==> src/rtl/pipe_pkg.sv <==
// pipe_pkg: shared encodings and defaults for the pipeline hazard controller.
package pipe_pkg;

    localparam int XLEN_DEF   = 64;
    localparam int INST_BYTES = 4;

    typedef enum logic [1:0] {
        FWD_RF    = 2'b00,
        FWD_MEMWB = 2'b01,
        FWD_EXMEM = 2'b10
    } fwd_e;

    typedef struct packed {
        logic id;
        logic ex;
        logic mem;
        logic wb;
    } valid_t;

endpackage

==> src/rtl/pipe_perf_cnt.sv <==
// pipe_perf_cnt: cycle, retired-instruction, stall and flush counters.
module pipe_perf_cnt #(
    parameter int CNTW = 32
) (
    input  logic            clk,
    input  logic            reset,
    input  logic            hold,
    input  logic            retire,
    input  logic            stall,
    input  logic            flush,
    output logic [CNTW-1:0] cycle_cnt,
    output logic [CNTW-1:0] instret_cnt,
    output logic [CNTW-1:0] stall_cnt,
    output logic [CNTW-1:0] flush_cnt
);

    // stall and flush arrive already masked by hold; cycle_cnt runs even when held
    always_ff @(posedge clk or negedge reset) begin
        if (!reset) begin
            cycle_cnt   <= '0;
            instret_cnt <= '0;
            stall_cnt   <= '0;
            flush_cnt   <= '0;
        end else begin
            cycle_cnt   <= cycle_cnt + 1'b1;
            instret_cnt <= instret_cnt + CNTW'(retire & ~hold);
            stall_cnt   <= stall_cnt + CNTW'(stall);
            flush_cnt   <= flush_cnt + CNTW'(flush);
        end
    end

endmodule

==> src/rtl/pipe_hazard_ctrl.sv <==
// pipe_hazard_ctrl: PC sequencing, load-use stall, branch flush and operand
// forwarding for a five-stage pipeline, with performance counters.
module pipe_hazard_ctrl
    import pipe_pkg::*;
#(
    parameter int               XLEN     = XLEN_DEF,
    parameter int               NREG     = 32,
    parameter int               CNTW     = 32,
    parameter logic [XLEN-1:0]  RESET_PC = '0,
    localparam int              RW       = $clog2(NREG)
) (
    input  logic            clk,
    input  logic            reset,
    input  logic            hold,
    input  logic [RW-1:0]   id_rs1,
    input  logic [RW-1:0]   id_rs2,
    input  logic            id_use_rs1,
    input  logic            id_use_rs2,
    input  logic [RW-1:0]   ex_rs1,
    input  logic [RW-1:0]   ex_rs2,
    input  logic [RW-1:0]   ex_rd,
    input  logic            ex_regwrite,
    input  logic            ex_memread,
    input  logic [RW-1:0]   mem_rd,
    input  logic            mem_regwrite,
    input  logic [RW-1:0]   wb_rd,
    input  logic            wb_regwrite,
    input  logic            br_taken,
    input  logic [XLEN-1:0] br_target,
    output logic [XLEN-1:0] pc,
    output logic            ifid_en,
    output logic            ifid_flush,
    output logic            idex_flush,
    output logic            exmem_flush,
    output logic [1:0]      fwd_a,
    output logic [1:0]      fwd_b,
    output logic            v_id,
    output logic            v_ex,
    output logic            v_mem,
    output logic            v_wb,
    output logic [CNTW-1:0] cycle_cnt,
    output logic [CNTW-1:0] instret_cnt,
    output logic [CNTW-1:0] stall_cnt,
    output logic [CNTW-1:0] flush_cnt
);

    valid_t          v, v_nxt;
    logic [XLEN-1:0] pc_nxt;
    logic            active, hz, br, stall;
    logic            mem_fwd_ok, wb_fwd_ok;

    // every control output is masked by reset so the block is quiet while held in reset
    assign active = reset & ~hold;
    assign hz     = v.ex & ex_memread & (ex_rd != '0) & v.id &
                    ((id_use_rs1 & (id_rs1 == ex_rd)) | (id_use_rs2 & (id_rs2 == ex_rd)));
    assign br     = active & br_taken;
    assign stall  = active & ~br_taken & hz;

    assign ifid_en     = ~reset | (~hold & ~stall);
    assign ifid_flush  = br;
    assign idex_flush  = br | stall;
    assign exmem_flush = br;

    // ex_regwrite is not needed here: a load-use hazard only depends on ex_memread
    assign mem_fwd_ok = reset & v.mem & mem_regwrite & (mem_rd != '0);
    assign wb_fwd_ok  = reset & v.wb & wb_regwrite & (wb_rd != '0);

    assign fwd_a = (mem_fwd_ok & (mem_rd == ex_rs1)) ? FWD_EXMEM :
                   (wb_fwd_ok & (wb_rd == ex_rs1))   ? FWD_MEMWB : FWD_RF;
    assign fwd_b = (mem_fwd_ok & (mem_rd == ex_rs2)) ? FWD_EXMEM :
                   (wb_fwd_ok & (wb_rd == ex_rs2))   ? FWD_MEMWB : FWD_RF;

    always_comb begin
        v_nxt  = v;
        pc_nxt = pc;
        if (active) begin
            pc_nxt    = br ? br_target : stall ? pc : pc + XLEN'(INST_BYTES);
            v_nxt.id  = br ? 1'b0 : stall ? v.id : 1'b1;
            v_nxt.ex  = ~br & v.id & ~stall;
            v_nxt.mem = ~br & v.ex;
            v_nxt.wb  = v.mem;
        end
    end

    always_ff @(posedge clk or negedge reset) begin
        if (!reset) begin
            pc <= RESET_PC;
            v  <= '0;
        end else begin
            pc <= pc_nxt;
            v  <= v_nxt;
        end
    end

    assign v_id  = v.id;
    assign v_ex  = v.ex;
    assign v_mem = v.mem;
    assign v_wb  = v.wb;

    pipe_perf_cnt #(.CNTW(CNTW)) u_perf (
        .clk         (clk),
        .reset       (reset),
        .hold        (hold),
        .retire      (v.wb),
        .stall       (stall),
        .flush       (br),
        .cycle_cnt   (cycle_cnt),
        .instret_cnt (instret_cnt),
        .stall_cnt   (stall_cnt),
        .flush_cnt   (flush_cnt)
    );

endmodule

==> config.mk <==
export PLATFORM = sky130hd
export DESIGN_NAME = pipe_hazard_ctrl
export DESIGN_NICKNAME = d
export VERILOG_FILES = /design/src/rtl/pipe_pkg.sv /design/src/rtl/pipe_perf_cnt.sv /design/src/rtl/pipe_hazard_ctrl.sv
export SDC_FILE = /design/constraint.sdc
export NUM_CORES = 1
export LEC_CHECK = 0
export CORE_MARGIN = 3
export CORE_UTILIZATION = 44
export CTS_CLUSTER_DIAMETER = 50
export DETAILED_ROUTE_END_ITERATION = 7
export GPL_TIMING_DRIVEN = 0
export PLACE_DENSITY_LB_ADDON = 0.12
export SLEW_MARGIN = 25
export SYNTH_ARGS = -nofsm -noshare
export SYNTH_HDL_FRONTEND = slang
export SYNTH_HIERARCHICAL = 1
export SYNTH_SLANG_ARGS = --single-unit
==> constraint.sdc <==
create_clock -name clk -period 2.25 [get_ports clk]
set_input_delay 0.3375 -clock clk [delete_from_list [all_inputs] [get_ports clk]]
set_output_delay 0.3375 -clock clk [all_outputs]
set_load 0.01 [all_outputs]
; After elaboration in Yosys (flattened, before gate mapping)
; Cells that the tools add are included.
[classes]
reduce_logical = 4
mux = 8
add_sub_neg = 5
n_eq_ne = 7
bitwise = 34
[ops]
columns = cell, count
row1 = 2-to-1 mux 64 bit, 2
row2 = adder 32 x 1 -> 32 bit, 2
row3 = "adder 64 x 3 -> 64 bit, second input constant", 1
row4 = "adder 32 x 1 -> 32 bit, second input constant", 1
row5 = adder 32 bit, 1
row6 = AND 1 x 32 -> 32 bit, 1
row7 = NOT 1 -> 32 bit, 1
row8 = equality test 5 bit, 6
row9 = AND 1 bit, 24
row10 = nonzero test 5 bit, 3
row11 = NOT 1 bit, 5
row12 = 2-to-1 mux 1 bit, 4
row13 = 2-to-1 mux 2 bit, 2
row14 = bitwise OR 1 bit, 3
row15 = "inequality test 2 bit, second input constant", 1
row16 = AND reduction 2 bit, 1
[word_totals]
word_cells = 67
inputBits = 109
register_bits = 196
output_inout_bits = 204

; Logic depth before layout (Yosys ltp)
; Gate-level depths: netlist (run 1).
[logic_depth]
word_depth = 8
depth_mapped = 12
depth_no_buf = 11

; Modules after synthesis
; The synthesis (run 1) kept the hierarchy.
[by_module_without_submodules]
columns = module, cells_each, instances, seq_area_each_um2, area_per_inst_um2
row1 = pipe_perf_cnt, 500, 1, 3203.1, 5729.2
row2 = pipe_hazard_ctrl, 611, 1, 1701.6, 4868.4

; Least setup slack after synthesis (run 1)
; Ideal clock, no wire load.
[synth_timing]
path_type = in2reg
startpoint = in ex_rd[2]
endpoint = reg u_perf.stall_cnt[28]
path_slack_ns = -0.428
cell_stages = 12
setup_time_ns = 0.126
path_buffers = 1
t_arrival_ns = 2.552
required_ns = 2.124
path_cell_list = xor2_1 > nor4_1 > nand3_1 > a21o_1 > clkbuf_1 > nor2_1 > ha_1 > ha_1 > nand4_1 > nor4_1 > nand4_1 > xnor2_1
[synth_between]
elab_chain_len = 6
word_cells_on_any_way = 11
cone_classes = 1 x add/sub / 2 x eq/ne / 7 x bitwise / 1 x reduce/logical
[synth_lines]
columns = item, line_no
row1 = start: declaration, pipe_hazard_ctrl.sv:21  ; input logic [RW-1:0] ex_rd,
row2 = equality test 5 bit / nonzero test 5 bit (equally long branches), "pipe_hazard_ctrl.sv:55, pipe_hazard_ctrl.sv:54"
row3 = AND 1 bit (on tied branches), "pipe_hazard_ctrl.sv:55, pipe_hazard_ctrl.sv:54"
row4 = bitwise OR 1 bit / AND 1 bit (equally long branches), "pipe_hazard_ctrl.sv:55, pipe_hazard_ctrl.sv:54"
row5 = AND 1 bit *, pipe_hazard_ctrl.sv:54  ; assign hz = v.ex & ex_memread & (ex_rd != '0) & v.id &
row6 = AND 1 bit *, pipe_hazard_ctrl.sv:57  ; assign stall = active & ~br_taken & hz;
row7 = named net stall, pipe_hazard_ctrl.sv:49  ; logic active, hz, br, stall;
row8 = adder 32 x 1 -> 32 bit *, pipe_perf_cnt.sv:27  ; stall_cnt <= stall_cnt + CNTW'(stall);
row9 = end signal: assignment, pipe_perf_cnt.sv:27
row10 = end: declaration, pipe_perf_cnt.sv:13  ; output logic [CNTW-1:0] stall_cnt,
; Mark *: on every way through the listed nets, which the timed path passes. The rest lies on a longest branch.
; A chain may end at the register's enable or synchronous reset.

; Final worst setup path (run 1)
[layout_timing]
startpoint = reg v, in the netlist v_ex
endpoint = reg u_perf.stall_cnt[26]
[layout_between]
elab_chain_len = 6
[layout_lines]
columns = item, line_no
row1 = start: declaration, pipe_hazard_ctrl.sv:47  ; valid_t v, v_nxt;
row2 = start signal: assignment, pipe_hazard_ctrl.sv:91  ; v <= v_nxt;
row3 = AND 1 bit (4 in series), pipe_hazard_ctrl.sv:54
row4 = AND 1 bit, pipe_hazard_ctrl.sv:57
row5 = named net stall, pipe_hazard_ctrl.sv:49
row6 = adder 32 x 1 -> 32 bit, pipe_perf_cnt.sv:27
; The timed path passes the listed nets, and every way through them passes these cells.

==> results of run 1 <==
[cell usage in the layout (no fill, tap or decap), types with 35 or more instances in the layout]
cell                              netlist  layout
sky130_fd_sc_hd__xnor2_1              103     103
sky130_fd_sc_hd__buf_4                  1      63
sky130_fd_sc_hd__xor2_1                47      47
sky130_fd_sc_hd__dfrtp_1              196     183
sky130_fd_sc_hd__nand2_1               92      90
sky130_fd_sc_hd__nor3_1                54      44
sky130_fd_sc_hd__clkdlybuf4s50_1        0     281
sky130_fd_sc_hd__nand3_1              101      95
sky130_fd_sc_hd__a31oi_1               35      35
sky130_fd_sc_hd__nor2_1                66      55
sky130_fd_sc_hd__nand4_1               67      67
sky130_fd_sc_hd__and3_1                36      36
[what timing repair did]
action                                 4_1_cts  5_1_grt
resized for setup                          140      112
pin swaps                                   36       62
buffers inserted                            44       27
setup endpoints to repair                  135      110
endpoints found under the hold margin       51        0
cloned                                       4        2
hold buffers                                 7        0
[final timing paths]
| path | start | slack (ns) | endpoint | depth (start not counted) |
|---|---|---|---|---|
| worst max-delay path | v_ex | -0.17 | u_perf/stall_cnt[26] | 11 |
| worst min register to register | u_perf/stall_cnt[31] | 0.47 | u_perf/stall_cnt[31] | 1 |
| min in group clk | hold | 0.40 | u_perf/instret_cnt[0] | 3 |
| worst max register to register | v_ex | -0.17 | u_perf/stall_cnt[26] | 11 |
| worst min-delay path | reset | 0.07 | v_ex | 4 |
| max in group asynchronous | reset | 1.05 | pc[31] | 3 |
[kinds of logic after synthesis]
| group | share of synthesized area |
|---|---|
| xor gates and xnor gates | 0.124 |
| DFF | 0.463 |
| AOI/OAI and AO/OA | 0.125 |
| buffers and inverters | 0.0266 |
| adders and majority gates | 0.0118 |
| muxes | 0.00201 |
| and+or+nand+nor | 0.248 |
[cell type report]
class / instances / area (sq um)
Inverter: 14 / 57.6
Fill cell: 1853 / 7400
Timing Repair Buffer: 396 / 3910
Multi-Input combinational cell: 843 / 5990
Clock buffer: 18 / 439
Buffer: 52 / 284
Sequential cell: 196 / 4920
Antenna cell: 1 / 2.50
Tap cell: 319 / 399
Clock inverter: 13 / 138
[worst register-to-register path, cell delays in order (launching register included)]
cell,delay [ns]
sky130_fd_sc_hd__dfrtp_1,0.36
sky130_fd_sc_hd__nor2b_4,0.19
sky130_fd_sc_hd__o2111ai_4,0.15
sky130_fd_sc_hd__a21o_1,0.21
sky130_fd_sc_hd__clkbuf_8,0.15
sky130_fd_sc_hd__nor2_4,0.10
sky130_fd_sc_hd__ha_4,0.15
sky130_fd_sc_hd__ha_4,0.12
sky130_fd_sc_hd__nand4_1,0.21
sky130_fd_sc_hd__nor4_4,0.37
sky130_fd_sc_hd__nand4_1,0.15
sky130_fd_sc_hd__xnor2_1,0.16
[power groups by stage]
stage	clock [mW]	combinational (mW)	sequential (mW)
finish	3.06	2.29	4.26
global route	3.25	2.43	4.30
CTS	3.09	2.16	4.23
detailed placement	0	1.92	4.29
global placement	0	1.88	4.29
floorplan	0	0.666	4.32
[sequential cells by signal, indices dropped and copies added, names as in the netlist]
signal,cells
u_perf/stall_cnt,32
v_wb,1
v_id,1
u_perf/cycle_cnt,32
v_mem,1
u_perf/flush_cnt,32
pc,64
v_ex,1
u_perf/instret_cnt,32
[per-layer routing]
| metal | vias up | part of all wire | GRT usage |
|---|---|---|---|
| met1 | 5379 | 0.40 | 0.386 |
| met5 | - | 0 | 0 |
| met3 | 106 | 0.087 | 0.0564 |
| met2 | 631 | 0.48 | 0.461 |
| li1 | 4951 | - | - |
| met4 | 0 | 0.033 | 0.104 |
[cells in the mapped netlist, types with 13 or more instances]
library cell	count
sky130_fd_sc_hd__o21ai_0	40
sky130_fd_sc_hd__o31ai_1	18
sky130_fd_sc_hd__a21oi_1	20
sky130_fd_sc_hd__and4_1	15
sky130_fd_sc_hd__clkbuf_1	50
sky130_fd_sc_hd__nand2_1	92
sky130_fd_sc_hd__nand3_1	101
sky130_fd_sc_hd__nor3_1	54
sky130_fd_sc_hd__nor2_1	66
sky130_fd_sc_hd__a31oi_1	35
sky130_fd_sc_hd__inv_1	13
sky130_fd_sc_hd__xor2_1	47
sky130_fd_sc_hd__nor4_1	20
sky130_fd_sc_hd__xnor2_1	103
sky130_fd_sc_hd__a2bb2oi_1	19
sky130_fd_sc_hd__and3_1	36
sky130_fd_sc_hd__nand4_1	67
sky130_fd_sc_hd__dfrtp_1	196
==> metrics.txt, run 1 <==
# TYPE chip_impl_metric gauge
chip_impl_info{name="run_status",value="finished with violations"} 1
chip_impl_info{name="violations",value="negative setup slack"} 1
chip_impl_metric{name="route.vias.total",unit=""} 11100
chip_impl_metric{name="synth_warnings",unit=""} 6
chip_impl_metric{name="p_sw",unit="mW"} 3.09
chip_impl_info{name="hold_path.class",value="in2async"} 1
chip_impl_metric{name="power.share.clock",unit=""} 0.318
chip_impl_metric{name="peakVddDrop",unit="uV"} 454
chip_impl_metric{name="final_cell_count_no_fill",unit=""} 1852
chip_impl_metric{name="critical_path.max_fanout",unit=""} 3
chip_impl_info{name="cp_top_family",value="simple AND/OR/NAND/NOR gates"} 1
chip_impl_metric{name="grt_max_degree",unit=""} 86
chip_impl_info{name="worstSetupStartpointType",value="flop"} 1
chip_impl_metric{name="yosysTopAreaCellShare",unit=""} 0.463
chip_impl_metric{name="setup-violations-final",unit=""} 20
chip_impl_metric{name="sw_frac_of_total",unit=""} 0.322
chip_impl_info{name="synth_ff_type",value="sky130_fd_sc_hd__dfrtp_1"} 1
chip_impl_info{name="cts.root.buffer_cell",value="sky130_fd_sc_hd__clkbuf_16"} 1
chip_impl_metric{name="worst_pin_slew",unit="ns"} 0.776
chip_impl_metric{name="drt-vias-per-instance",unit=""} 5.98
chip_impl_info{name="worst_path_max_delay_cell",value="sky130_fd_sc_hd__nor4_4"} 1
chip_impl_metric{name="place_congestion",unit=""} 0.926
chip_impl_metric{name="reg_clk_slew_reported_paths",unit="ns"} 0.08
chip_impl_metric{name="period_minus_slack",unit="ns"} 2.42
chip_impl_metric{name="edff_count_synth",unit=""} 0
chip_impl_metric{name="grt_pass1_wl",unit="mm"} 59.1
chip_impl_metric{name="drv_slew",unit=""} 0
chip_impl_metric{name="synthArstFlopShare",unit=""} 1.00
chip_impl_metric{name="fp.dieH",unit="microns"} 161
chip_impl_metric{name="drt-total-wl",unit="mm"} 38.8
chip_impl_metric{name="synth.ff_latch_count",unit=""} 196
chip_impl_info{name="synth_area_leader_cell",value="sky130_fd_sc_hd__dfrtp_1"} 1
chip_impl_metric{name="power-per-cell-area",unit="nW/um^2"} 595
chip_impl_metric{name="floorplan.initialDensity",unit=""} 0.450
chip_impl_metric{name="seq_power_share",unit=""} 0.443
chip_impl_metric{name="combPwrFrac",unit=""} 0.238
chip_impl_metric{name="post-place-ws",unit="ns"} -1.63
chip_impl_info{name="setup.worst_path.end_class",value="flop"} 1
chip_impl_metric{name="drcViolationCount",unit=""} 0
chip_impl_metric{name="place.detailed.instances",unit=""} 1742
chip_impl_metric{name="die-width",unit="microns"} 161
chip_impl_metric{name="clock-sinks",unit=""} 196
chip_impl_metric{name="number_of_global_route_vias_before_repair",unit=""} 10700
chip_impl_metric{name="max-slew-margin-rel",unit=""} 0.482
chip_impl_metric{name="portion_of_the_post_synthesis_area_used_by_sequential_elements",unit=""} 0.463
chip_impl_metric{name="syn_avg_cell_area",unit="sq um"} 9.54
chip_impl_metric{name="gr-usage-all-layers",unit=""} 0.286
chip_impl_info{name="setup.worst_path.class",value="reg2reg"} 1
chip_impl_metric{name="layout-drive-gt1-share",unit=""} 0.172
chip_impl_info{name="rsz0062_at_grt",value="true"} 1
chip_impl_metric{name="finalHoldWorstSlack",unit="ns"} 0.0703
chip_impl_metric{name="worstSkewPairLatency",unit="ns"} 0.44
chip_impl_metric{name="timing_hold_violations_final",unit=""} 0
chip_impl_metric{name="final.period_utilization",unit=""} 1.08
chip_impl_metric{name="final_design_area_no_fill",unit="sq um"} 16100
chip_impl_metric{name="number_of_distinct_library_cells_after_synthesis",unit=""} 63
chip_impl_metric{name="placedInstanceArea",unit="sq um"} 14200
chip_impl_metric{name="detailedRoute.firstIterationViolations",unit=""} 1274
chip_impl_metric{name="clock_tree.buffer_depth",unit=""} 2
chip_impl_metric{name="row_count",unit=""} 56
chip_impl_metric{name="area_growth_syn_to_layout",unit="%"} 52.3
chip_impl_metric{name="cell_internal_pwr",unit="mW"} 6.51
chip_impl_metric{name="ios",unit=""} 313
chip_impl_metric{name="leakagePower",unit="nW"} 6.63
chip_impl_metric{name="drtAntennaViolNets",unit=""} 0
chip_impl_info{name="tritoncts",value="done"} 1
chip_impl_metric{name="cp.required",unit="ns"} 2.57
chip_impl_metric{name="critical_path.max_stage_delay",unit="ns"} 0.37
chip_impl_metric{name="fp.dieArea",unit="sq um"} 26000
chip_impl_metric{name="finalWorstSetupSlack",unit="ns"} -0.174
chip_impl_metric{name="firstDrtPassIters",unit=""} 7
chip_impl_metric{name="cap_viol_max_count",unit=""} 0
chip_impl_metric{name="path_buf_inv",unit=""} 1
chip_impl_info{name="cp_cell_sequence",value="nor2b_4 -> o2111ai_4 -> a21o_1 -> clkbuf_8 -> nor2_4 -> ha_4 -> ha_4 -> nand4_1 -> nor4_4 -> nand4_1 -> xnor2_1"} 1
chip_impl_metric{name="fmax",unit="GHz"} 0.413
chip_impl_metric{name="placement.io_buffers",unit=""} 310
chip_impl_metric{name="syn-num-nets",unit=""} 1230
chip_impl_metric{name="dp_hpwl",unit="mm"} 26.4
chip_impl_metric{name="core-area",unit="sq um"} 23500
chip_impl_metric{name="antenna_found_initial",unit=""} 1
chip_impl_metric{name="cts.htree.levels",unit=""} 4
chip_impl_metric{name="globalRouteOverflowTotal",unit=""} 0
chip_impl_metric{name="syn-instance-count",unit=""} 1111
chip_impl_metric{name="design.final.nets",unit=""} 1639
chip_impl_metric{name="totalPowerFinal",unit="mW"} 9.60
chip_impl_metric{name="worst_path_arrival",unit="ns"} 2.75
chip_impl_info{name="synth.top_cells.by_area",value="sky130_fd_sc_hd__dfrtp_1 46%, sky130_fd_sc_hd__xnor2_1 8.5%, sky130_fd_sc_hd__nand3_1 4.8%"} 1
chip_impl_metric{name="drt-wirelength-per-cell",unit="microns"} 21.0
chip_impl_metric{name="mappedNetlistArea",unit="sq um"} 10600
chip_impl_metric{name="post-route-util",unit=""} 0.686
chip_impl_metric{name="clock_skew",unit="ns"} 0.0179
chip_impl_metric{name="setup_tns",unit="ns"} -0.962
chip_impl_metric{name="cts_made_buffers",unit=""} 17
No activity file was read; power rests on OpenSTA's default activity.
==> inputs of run 2 (changes only) <==
--- a/config.mk
+++ b/config.mk
@@ -5,8 +5,10 @@
 export SDC_FILE = /design/constraint.sdc
 export NUM_CORES = 1
 export LEC_CHECK = 0
+export ABC_AREA = 0
+export CAP_MARGIN = 40
 export CORE_MARGIN = 3
-export CORE_UTILIZATION = 44
+export CORE_UTILIZATION = 43
 export CTS_CLUSTER_DIAMETER = 50
 export DETAILED_ROUTE_END_ITERATION = 7
 export GPL_TIMING_DRIVEN = 0
@@ -14,5 +16,4 @@
 export SLEW_MARGIN = 25
 export SYNTH_ARGS = -nofsm -noshare
 export SYNTH_HDL_FRONTEND = slang
-export SYNTH_HIERARCHICAL = 1
 export SYNTH_SLANG_ARGS = --single-unit
==> run 2 against run 1 <==
  * Clock power grew 4%
  * Via count shrank 7.1%
  * The flow still finishes with violations (negative setup slack)
  * Sequential cell count is the same
  * Hold slack lost 0.046 ns
  * Synthesized cell count shrank 3.5%
  * Largest cell class unchanged
  * Largest power group unchanged
  * Register-to-register slack lost 0.06 ns
  * Critical path type is now in2reg
==> metrics.txt, run 2 <==
# TYPE chip_impl_metric gauge
chip_impl_metric{name="syn-instance-count",unit=""} 1072
chip_impl_metric{name="dp_hpwl",unit="mm"} 25.8
chip_impl_metric{name="peakVddDrop",unit="uV"} 469
chip_impl_metric{name="grt_pass1_wl",unit="mm"} 56.6
chip_impl_metric{name="fp.dieArea",unit="sq um"} 25600
chip_impl_metric{name="number_of_global_route_vias_before_repair",unit=""} 10000
chip_impl_metric{name="yosysTopAreaCellShare",unit=""} 0.482
chip_impl_info{name="leading_cell_types_in_the_layout_fill_and_taps_excluded",value="269 x sky130_fd_sc_hd__clkdlybuf4s50_1, 180 x sky130_fd_sc_hd__dfrtp_1, 106 x sky130_fd_sc_hd__nand2_1"} 1
chip_impl_info{name="worst_path_max_delay_cell",value="sky130_fd_sc_hd__or3b_4"} 1
chip_impl_metric{name="fmax",unit="GHz"} 0.396
chip_impl_info{name="setup.worst_path.class",value="in2reg"} 1
chip_impl_metric{name="ios",unit=""} 313
chip_impl_metric{name="synthArstFlopShare",unit=""} 1.00
chip_impl_metric{name="power-per-cell-area",unit="nW/um^2"} 609
chip_impl_info{name="setup.worst_path.end_class",value="flop"} 1
chip_impl_metric{name="core-area",unit="sq um"} 23000
chip_impl_metric{name="worstSkewPairLatency",unit="ns"} 0.45
chip_impl_metric{name="row_count",unit=""} 55
chip_impl_metric{name="number_of_distinct_library_cells_after_synthesis",unit=""} 61
chip_impl_metric{name="detailedRoute.firstIterationViolations",unit=""} 899
chip_impl_info{name="timing.rr.start",value="pc[11]"} 1
chip_impl_metric{name="drcViolationCount",unit=""} 0
chip_impl_metric{name="grt_util_met1",unit=""} 0.361
chip_impl_metric{name="drt-vias-per-instance",unit=""} 5.70
chip_impl_info{name="layout_commonest_cell",value="sky130_fd_sc_hd__clkdlybuf4s50_1"} 1
chip_impl_metric{name="global_route.usage.met3",unit=""} 0.0625
chip_impl_metric{name="critical_path.max_fanout",unit=""} 3
chip_impl_info{name="globalRoute.busiestLayer",value="met2"} 1
chip_impl_metric{name="floorplan.initialDensity",unit=""} 0.443
chip_impl_info{name="run_status",value="finished with violations"} 1
chip_impl_info{name="violations",value="negative setup slack"} 1
chip_impl_metric{name="max-slew-margin-rel",unit=""} 0.472
chip_impl_metric{name="setup-violations-final",unit=""} 49
chip_impl_info{name="cp_cell_sequence",value="dlygate4sd2_1 -> xnor2_1 -> nand4_1 -> o22ai_4 -> nand2_4 -> inv_4 -> ha_4 -> ha_4 -> inv_4 -> nor3_4 -> or3b_4 -> or3_4 -> xnor2_1"} 1
chip_impl_metric{name="drv_slew",unit=""} 0
chip_impl_metric{name="clock_skew",unit="ns"} 0.0164
chip_impl_info{name="ys_top_cells_by_count",value="196 x sky130_fd_sc_hd__dfrtp_1, 115 x sky130_fd_sc_hd__nand2_1, 103 x sky130_fd_sc_hd__xnor2_1"} 1
chip_impl_metric{name="gr-usage-all-layers",unit=""} 0.279
chip_impl_metric{name="route.vias.total",unit=""} 10300
chip_impl_metric{name="finalWorstSetupSlack",unit="ns"} -0.276
chip_impl_info{name="registers.top_by_ff_count",value="pc"} 1
chip_impl_metric{name="cp.required",unit="ns"} 2.59
chip_impl_metric{name="die-width",unit="microns"} 160
chip_impl_metric{name="drtAntennaViolNets",unit=""} 0
chip_impl_metric{name="use_met2",unit=""} 0.466
chip_impl_metric{name="fp.dieH",unit="microns"} 160
chip_impl_metric{name="synth_warnings",unit=""} 0
chip_impl_metric{name="syn_avg_cell_area",unit="sq um"} 9.50
chip_impl_metric{name="place.detailed.instances",unit=""} 1700
chip_impl_metric{name="placement.io_buffers",unit=""} 311
chip_impl_metric{name="edff_count_synth",unit=""} 0
chip_impl_metric{name="final_cell_count_no_fill",unit=""} 1802
chip_impl_metric{name="reg2regPathDepth",unit=""} 6
chip_impl_metric{name="portion_of_the_post_synthesis_area_used_by_sequential_elements",unit=""} 0.482
chip_impl_metric{name="largest_register_ffs",unit=""} 64
chip_impl_info{name="yosysMostFrequentCell",value="sky130_fd_sc_hd__dfrtp_1"} 1
chip_impl_info{name="rsz0062_at_grt",value="true"} 1
chip_impl_metric{name="critical_path.max_stage_delay",unit="ns"} 0.44
chip_impl_metric{name="place_congestion",unit=""} 0.941
chip_impl_metric{name="final.period_utilization",unit=""} 1.12
chip_impl_metric{name="grt_max_degree",unit=""} 66
chip_impl_metric{name="globalRouteOverflowTotal",unit=""} 0
chip_impl_metric{name="timing_hold_violations_final",unit=""} 0
chip_impl_info{name="worstSetupEndpoint",value="u_perf.stall_cnt[30]"} 1
chip_impl_metric{name="totalPowerFinal",unit="mW"} 9.68
chip_impl_metric{name="period_minus_slack",unit="ns"} 2.53
chip_impl_metric{name="leakagePower",unit="nW"} 6.73
chip_impl_metric{name="timing.reg2reg.setup_slack",unit="ns"} -0.23
chip_impl_info{name="synth.top_cells.by_area",value="sky130_fd_sc_hd__dfrtp_1 48%, sky130_fd_sc_hd__xnor2_1 8.9%, sky130_fd_sc_hd__nand2_1 4.2%"} 1
chip_impl_metric{name="firstDrtPassIters",unit=""} 6
chip_impl_metric{name="cts_made_buffers",unit=""} 17
chip_impl_metric{name="cts.htree.levels",unit=""} 4
chip_impl_info{name="synth_area_leader_cell",value="sky130_fd_sc_hd__dfrtp_1"} 1
chip_impl_metric{name="worst_pin_slew",unit="ns"} 0.792
chip_impl_info{name="cts.root.buffer_cell",value="sky130_fd_sc_hd__clkbuf_16"} 1
chip_impl_metric{name="layout-drive-gt1-share",unit=""} 0.191
chip_impl_metric{name="cap_viol_max_count",unit=""} 0
chip_impl_info{name="crit-reg2reg-capture",value="pc[46]"} 1
chip_impl_info{name="worstSetupStartpointType",value="input pin"} 1
chip_impl_info{name="worstSetupStartpoint",value="id_rs2[2]"} 1
chip_impl_metric{name="drt-total-wl",unit="mm"} 37.1
chip_impl_info{name="tritoncts",value="done"} 1
chip_impl_metric{name="design.final.nets",unit=""} 1591
chip_impl_metric{name="final.fill_count",unit=""} 1801
chip_impl_info{name="hold_path.class",value="in2async"} 1
chip_impl_metric{name="antenna_found_initial",unit=""} 1
chip_impl_metric{name="reg_clk_slew_reported_paths",unit="ns"} 0.08
chip_impl_info{name="synth_ff_type",value="sky130_fd_sc_hd__dfrtp_1"} 1
chip_impl_metric{name="mappedNetlistArea",unit="sq um"} 10200
chip_impl_metric{name="clock_tree.buffer_depth",unit=""} 2
chip_impl_metric{name="area_growth_syn_to_layout",unit="%"} 56.1
chip_impl_metric{name="worst_path_arrival",unit="ns"} 2.86
chip_impl_metric{name="syn-num-nets",unit=""} 1189
chip_impl_metric{name="synth.ff_latch_count",unit=""} 196
chip_impl_metric{name="clock-sinks",unit=""} 196
chip_impl_metric{name="post-place-ws",unit="ns"} -1.52
chip_impl_metric{name="drt-wirelength-per-cell",unit="microns"} 20.6
==> run 2: cell type report <==
class,instances,area (sq um),share of cell area
diodes,2,5.00,0.000315
plain buffers,34,216,0.0136
clock buffers,17,425,0.0268
clock inverters,15,200,0.0126
inverters,19,83.8,0.00527
multi-input cells,816,5860,0.369
flip-flops and latches,196,4920,0.310
well taps,313,392,0.0246
repair buffers,390,3790,0.238
==> run 2: worst max-delay path: cells and delay by family <==
kind / cells / cell delay [ns]
simple gates: 5 / 1.29
compound gates: 1 / 0.26
xor+xnor: 2 / 0.34
buf+inv: 3 / 0.35
fa+ha+maj: 2 / 0.30
==> run 2: kinds of logic after synthesis <==
kind of cell | after synthesis | share of synthesized area
muxes | 5 | 0.00491
AOI/OAI and AO/OA | 152 | 0.100
DFF | 196 | 0.482
buffers and inverters | 60 | 0.0230
xor gates and xnor gates | 150 | 0.129
and+or+nand+nor | 501 | 0.252
adders and majority gates | 8 | 0.00983
==> run 2: metrics by stage <==
stage / area (sq um) / setup TNS (ns) / util / hold WS, ns
floorplan: 10300 / -2.79 / - / 0.0419
global placement: 13800 / -2710.77 / 0.601 / 0.455
detailed placement: 13900 / -148.01 / 0.605 / 0.353
CTS: 15300 / -4.66 / 0.665 / 0.412
global route: 15900 / -6.72 / 0.692 / 0.0275
finish: 15900 / -3.62 / 0.692 / 0.0247
==> run 2: repair_timing <==
item | in CTS | in global routing
setup buffers | 44 | 29
gates resized for setup | 171 | 135
cloned | 3 | 0
pin swaps | 41 | 57
hold buffers | 2 | 0
endpoints found under the hold margin | 152 | 0
setup endpoints to repair | 140 | 106
==> run 2: power breakdown <==
| group | internal, mW | leakage [nW] | switching (mW) |
|---|---|---|---|
| registers | 3.82 | 2.55 | 0.445 |
| clock network | 1.54 | 0.302 | 1.64 |
| logic | 1.17 | 3.88 | 1.06 |
| total | 6.53 | 6.73 | 3.15 |
==> run 2: how the worst min path moves through the flow <==
stage | from | to | slack [ns] | depth (start not counted)
floorplan | reset | pc[0] | 0.04 | 0
global placement | u_perf.stall_cnt[31] | u_perf.stall_cnt[31] | 0.45 | 1
detailed placement | reset | u_perf.stall_cnt[28] | 0.35 | 1
CTS | reset | v_wb | 0.41 | 5
global route | reset | u_perf.instret_cnt[1] | 0.03 | 2
finish | reset | u_perf.instret_cnt[1] | 0.02 | 2
==> run 2: metal layers <==
layer / wire [microns] / share of wire / vias to the layer above
met5: 0 / 0 / -
met4: 1360 / 0.037 / 0
met3: 3150 / 0.085 / 100
met2: 17700 / 0.48 / 567
met1: 14900 / 0.40 / 4911
li1: - / - / 4702
==> inputs of run 3 (changes only) <==
--- a/config.mk
+++ b/config.mk
@@ -13,6 +13,7 @@
 export DETAILED_ROUTE_END_ITERATION = 7
 export GPL_TIMING_DRIVEN = 0
 export PLACE_DENSITY_LB_ADDON = 0.12
+export REMOVE_ABC_BUFFERS = 1
 export SLEW_MARGIN = 25
 export SYNTH_ARGS = -nofsm -noshare
 export SYNTH_HDL_FRONTEND = slang
==> run 3 against run 2 <==
  * The flow still finishes with violations (negative setup slack)
  * Sequential cell count is the same
  * Critical path depth down 7
  * Maximum frequency up 3.4%
==> metrics.txt, run 3 (synthesis gave the netlist of run 2 again) <==
# TYPE chip_impl_metric gauge
chip_impl_metric{name="floorplan.initialDensity",unit=""} 0.443
chip_impl_metric{name="gr-usage-all-layers",unit=""} 0.251
chip_impl_metric{name="worst_path_arrival",unit="ns"} 2.76
chip_impl_metric{name="largest_register_ffs",unit=""} 64
chip_impl_metric{name="worst_pin_slew",unit="ns"} 0.756
chip_impl_info{name="tritoncts",value="done"} 1
chip_impl_metric{name="place_congestion",unit=""} 0.833
chip_impl_metric{name="detailedRoute.firstIterationViolations",unit=""} 641
chip_impl_metric{name="setup_tns",unit="ns"} -2.01
chip_impl_metric{name="cts_made_buffers",unit=""} 17
chip_impl_metric{name="drt-vias-per-instance",unit=""} 5.53
chip_impl_info{name="worst_path_most_repeated_cell",value="sky130_fd_sc_hd__or4_4"} 1
chip_impl_info{name="worst_path_max_delay_cell",value="sky130_fd_sc_hd__or4_4"} 1
chip_impl_metric{name="post-route-util",unit=""} 0.689
chip_impl_metric{name="grt_max_degree",unit=""} 66
chip_impl_metric{name="n_antenna_cell",unit=""} 0
chip_impl_metric{name="place.detailed.instances",unit=""} 1667
chip_impl_info{name="leading_cell_types_in_the_layout_fill_and_taps_excluded",value="273 x sky130_fd_sc_hd__clkdlybuf4s50_1, 177 x sky130_fd_sc_hd__dfrtp_1, 108 x sky130_fd_sc_hd__nand2_1"} 1
chip_impl_info{name="worstSetupStartpointType",value="flop"} 1
chip_impl_metric{name="finalHoldWorstSlack",unit="ns"} 0.0281
chip_impl_info{name="violations",value="negative setup slack"} 1
chip_impl_info{name="run_status",value="finished with violations"} 1
chip_impl_metric{name="row_count",unit=""} 55
chip_impl_metric{name="final_cell_count_no_fill",unit=""} 1784
chip_impl_metric{name="peakVddDrop",unit="uV"} 487
chip_impl_metric{name="core-area",unit="sq um"} 23000
chip_impl_metric{name="clock-sinks",unit=""} 196
chip_impl_metric{name="design.final.nets",unit=""} 1576
chip_impl_info{name="setup.worst_path.class",value="reg2reg"} 1
chip_impl_metric{name="fp.dieH",unit="microns"} 160
chip_impl_metric{name="clock_skew",unit="ns"} 0.0134
chip_impl_metric{name="critical_path.max_fanout",unit=""} 5
chip_impl_metric{name="power-per-cell-area",unit="nW/um^2"} 595
chip_impl_info{name="registers.top_by_ff_count",value="pc"} 1
chip_impl_metric{name="drv_slew",unit=""} 0
chip_impl_info{name="setup.worst_path.end_class",value="flop"} 1
chip_impl_metric{name="totalPowerFinal",unit="mW"} 9.42
chip_impl_info{name="hold_path.class",value="in2async"} 1
chip_impl_metric{name="firstDrtPassIters",unit=""} 5
chip_impl_metric{name="leakagePower",unit="nW"} 6.64
chip_impl_info{name="cp_cell_sequence",value="nand4_1 -> or3b_4 -> or4_4 -> or4_4 -> o32ai_2 -> a21oi_1"} 1
chip_impl_metric{name="path_buf_inv",unit=""} 0
chip_impl_metric{name="antenna_found_initial",unit=""} 1
chip_impl_metric{name="cap_viol_max_count",unit=""} 0
chip_impl_metric{name="clock_tree.buffer_depth",unit=""} 2
chip_impl_metric{name="layout-drive-gt1-share",unit=""} 0.176
chip_impl_metric{name="drt-wirelength-per-cell",unit="microns"} 18.7
chip_impl_metric{name="ios",unit=""} 313
chip_impl_metric{name="drt-total-wl",unit="mm"} 33.4
chip_impl_metric{name="dp_hpwl",unit="mm"} 22.3
chip_impl_metric{name="finalWorstSetupSlack",unit="ns"} -0.194
chip_impl_metric{name="cp.required",unit="ns"} 2.56
chip_impl_metric{name="drcViolationCount",unit=""} 0
chip_impl_metric{name="globalRouteOverflowTotal",unit=""} 0
chip_impl_metric{name="reg_clk_slew_reported_paths",unit="ns"} 0.08
chip_impl_metric{name="setup-violations-final",unit=""} 21
chip_impl_metric{name="drtAntennaViolNets",unit=""} 0
chip_impl_metric{name="max-slew-margin-rel",unit=""} 0.496
chip_impl_info{name="rsz0062_at_grt",value="true"} 1
chip_impl_metric{name="timing_hold_violations_final",unit=""} 0
chip_impl_metric{name="die-width",unit="microns"} 160
chip_impl_metric{name="number_of_global_route_vias_before_repair",unit=""} 9267
chip_impl_metric{name="placement.io_buffers",unit=""} 311
chip_impl_metric{name="area_growth_syn_to_layout",unit="%"} 55.5
chip_impl_metric{name="period_minus_slack",unit="ns"} 2.44
chip_impl_info{name="cp_top_family",value="simple AND/OR/NAND/NOR gates"} 1
chip_impl_info{name="layout_commonest_cell",value="sky130_fd_sc_hd__clkdlybuf4s50_1"} 1
chip_impl_metric{name="grt_pass1_wl",unit="mm"} 51.8
chip_impl_metric{name="route.vias.total",unit=""} 9862
chip_impl_metric{name="fp.dieArea",unit="sq um"} 25600
chip_impl_metric{name="cts.htree.levels",unit=""} 4
chip_impl_metric{name="final.period_utilization",unit=""} 1.09
chip_impl_info{name="cts.root.buffer_cell",value="sky130_fd_sc_hd__clkbuf_16"} 1
chip_impl_metric{name="critical_path.max_stage_delay",unit="ns"} 0.57
chip_impl_metric{name="worstSkewPairLatency",unit="ns"} 0.43
chip_impl_metric{name="fmax",unit="GHz"} 0.409
## run 3: metal layers
layer	wire [microns]	track usage
met1	14200	0.335
met2	16000	0.406
met3	2420	0.0607
met4	767	0.0801
met5	18	0
## run 3: timing repair
action                     CTS  global route
gates resized for setup    174            68
setup buffers               47            28
hold endpoints to repair    71             0
pin swaps                   53            30
setup endpoints to repair  127            81
gates cloned                 6             0
hold buffers                 7             0
## run 3: cell type report
class / instances / area (sq um)
fillers: 1881 / 7150
multi-input cells: 817 / 5690
flip-flops and latches: 196 / 4930
repair buffers: 407 / 4160
clock buffers: 17 / 425
well taps: 313 / 392
clock inverters: 14 / 139
inverters: 19 / 87.6
repair inverters: 1 / 6.26
## run 3: power breakdown
| group | switching [mW] | leakage (nW) | internal (mW) |
|---|---|---|---|
| Clock | 1.51 | 0.272 | 1.47 |
| Sequential | 0.399 | 2.54 | 3.82 |
| Combinational | 1.03 | 3.83 | 1.19 |
## run 3: worst paths after layout
path,startpoint,endpoint,slack (ns),depth (start not counted)
min in group clk,br_taken,pc[21],0.29,2
setup reg to reg,pc[15],pc[46],-0.19,6
setup / recovery,pc[15],pc[46],-0.19,6
max in group asynchronous,reset,pc[55],1.23,3
hold / removal,reset,pc[32],0.03,2
hold reg to reg,u_perf.stall_cnt[31],u_perf.stall_cnt[31],0.47,1
## run 3: metrics by stage
| stage | instance area [sq um] | setup WS, ns |
|---|---|---|
| after floorplan | 10000 | -2.41 |
| after global placement | 13500 | -13.78 |
| after detailed placement | 13800 | -2.39 |
| after CTS | 15400 | -0.187 |
| after global routing | 15800 | -0.288 |
| final | 15800 | -0.194 |
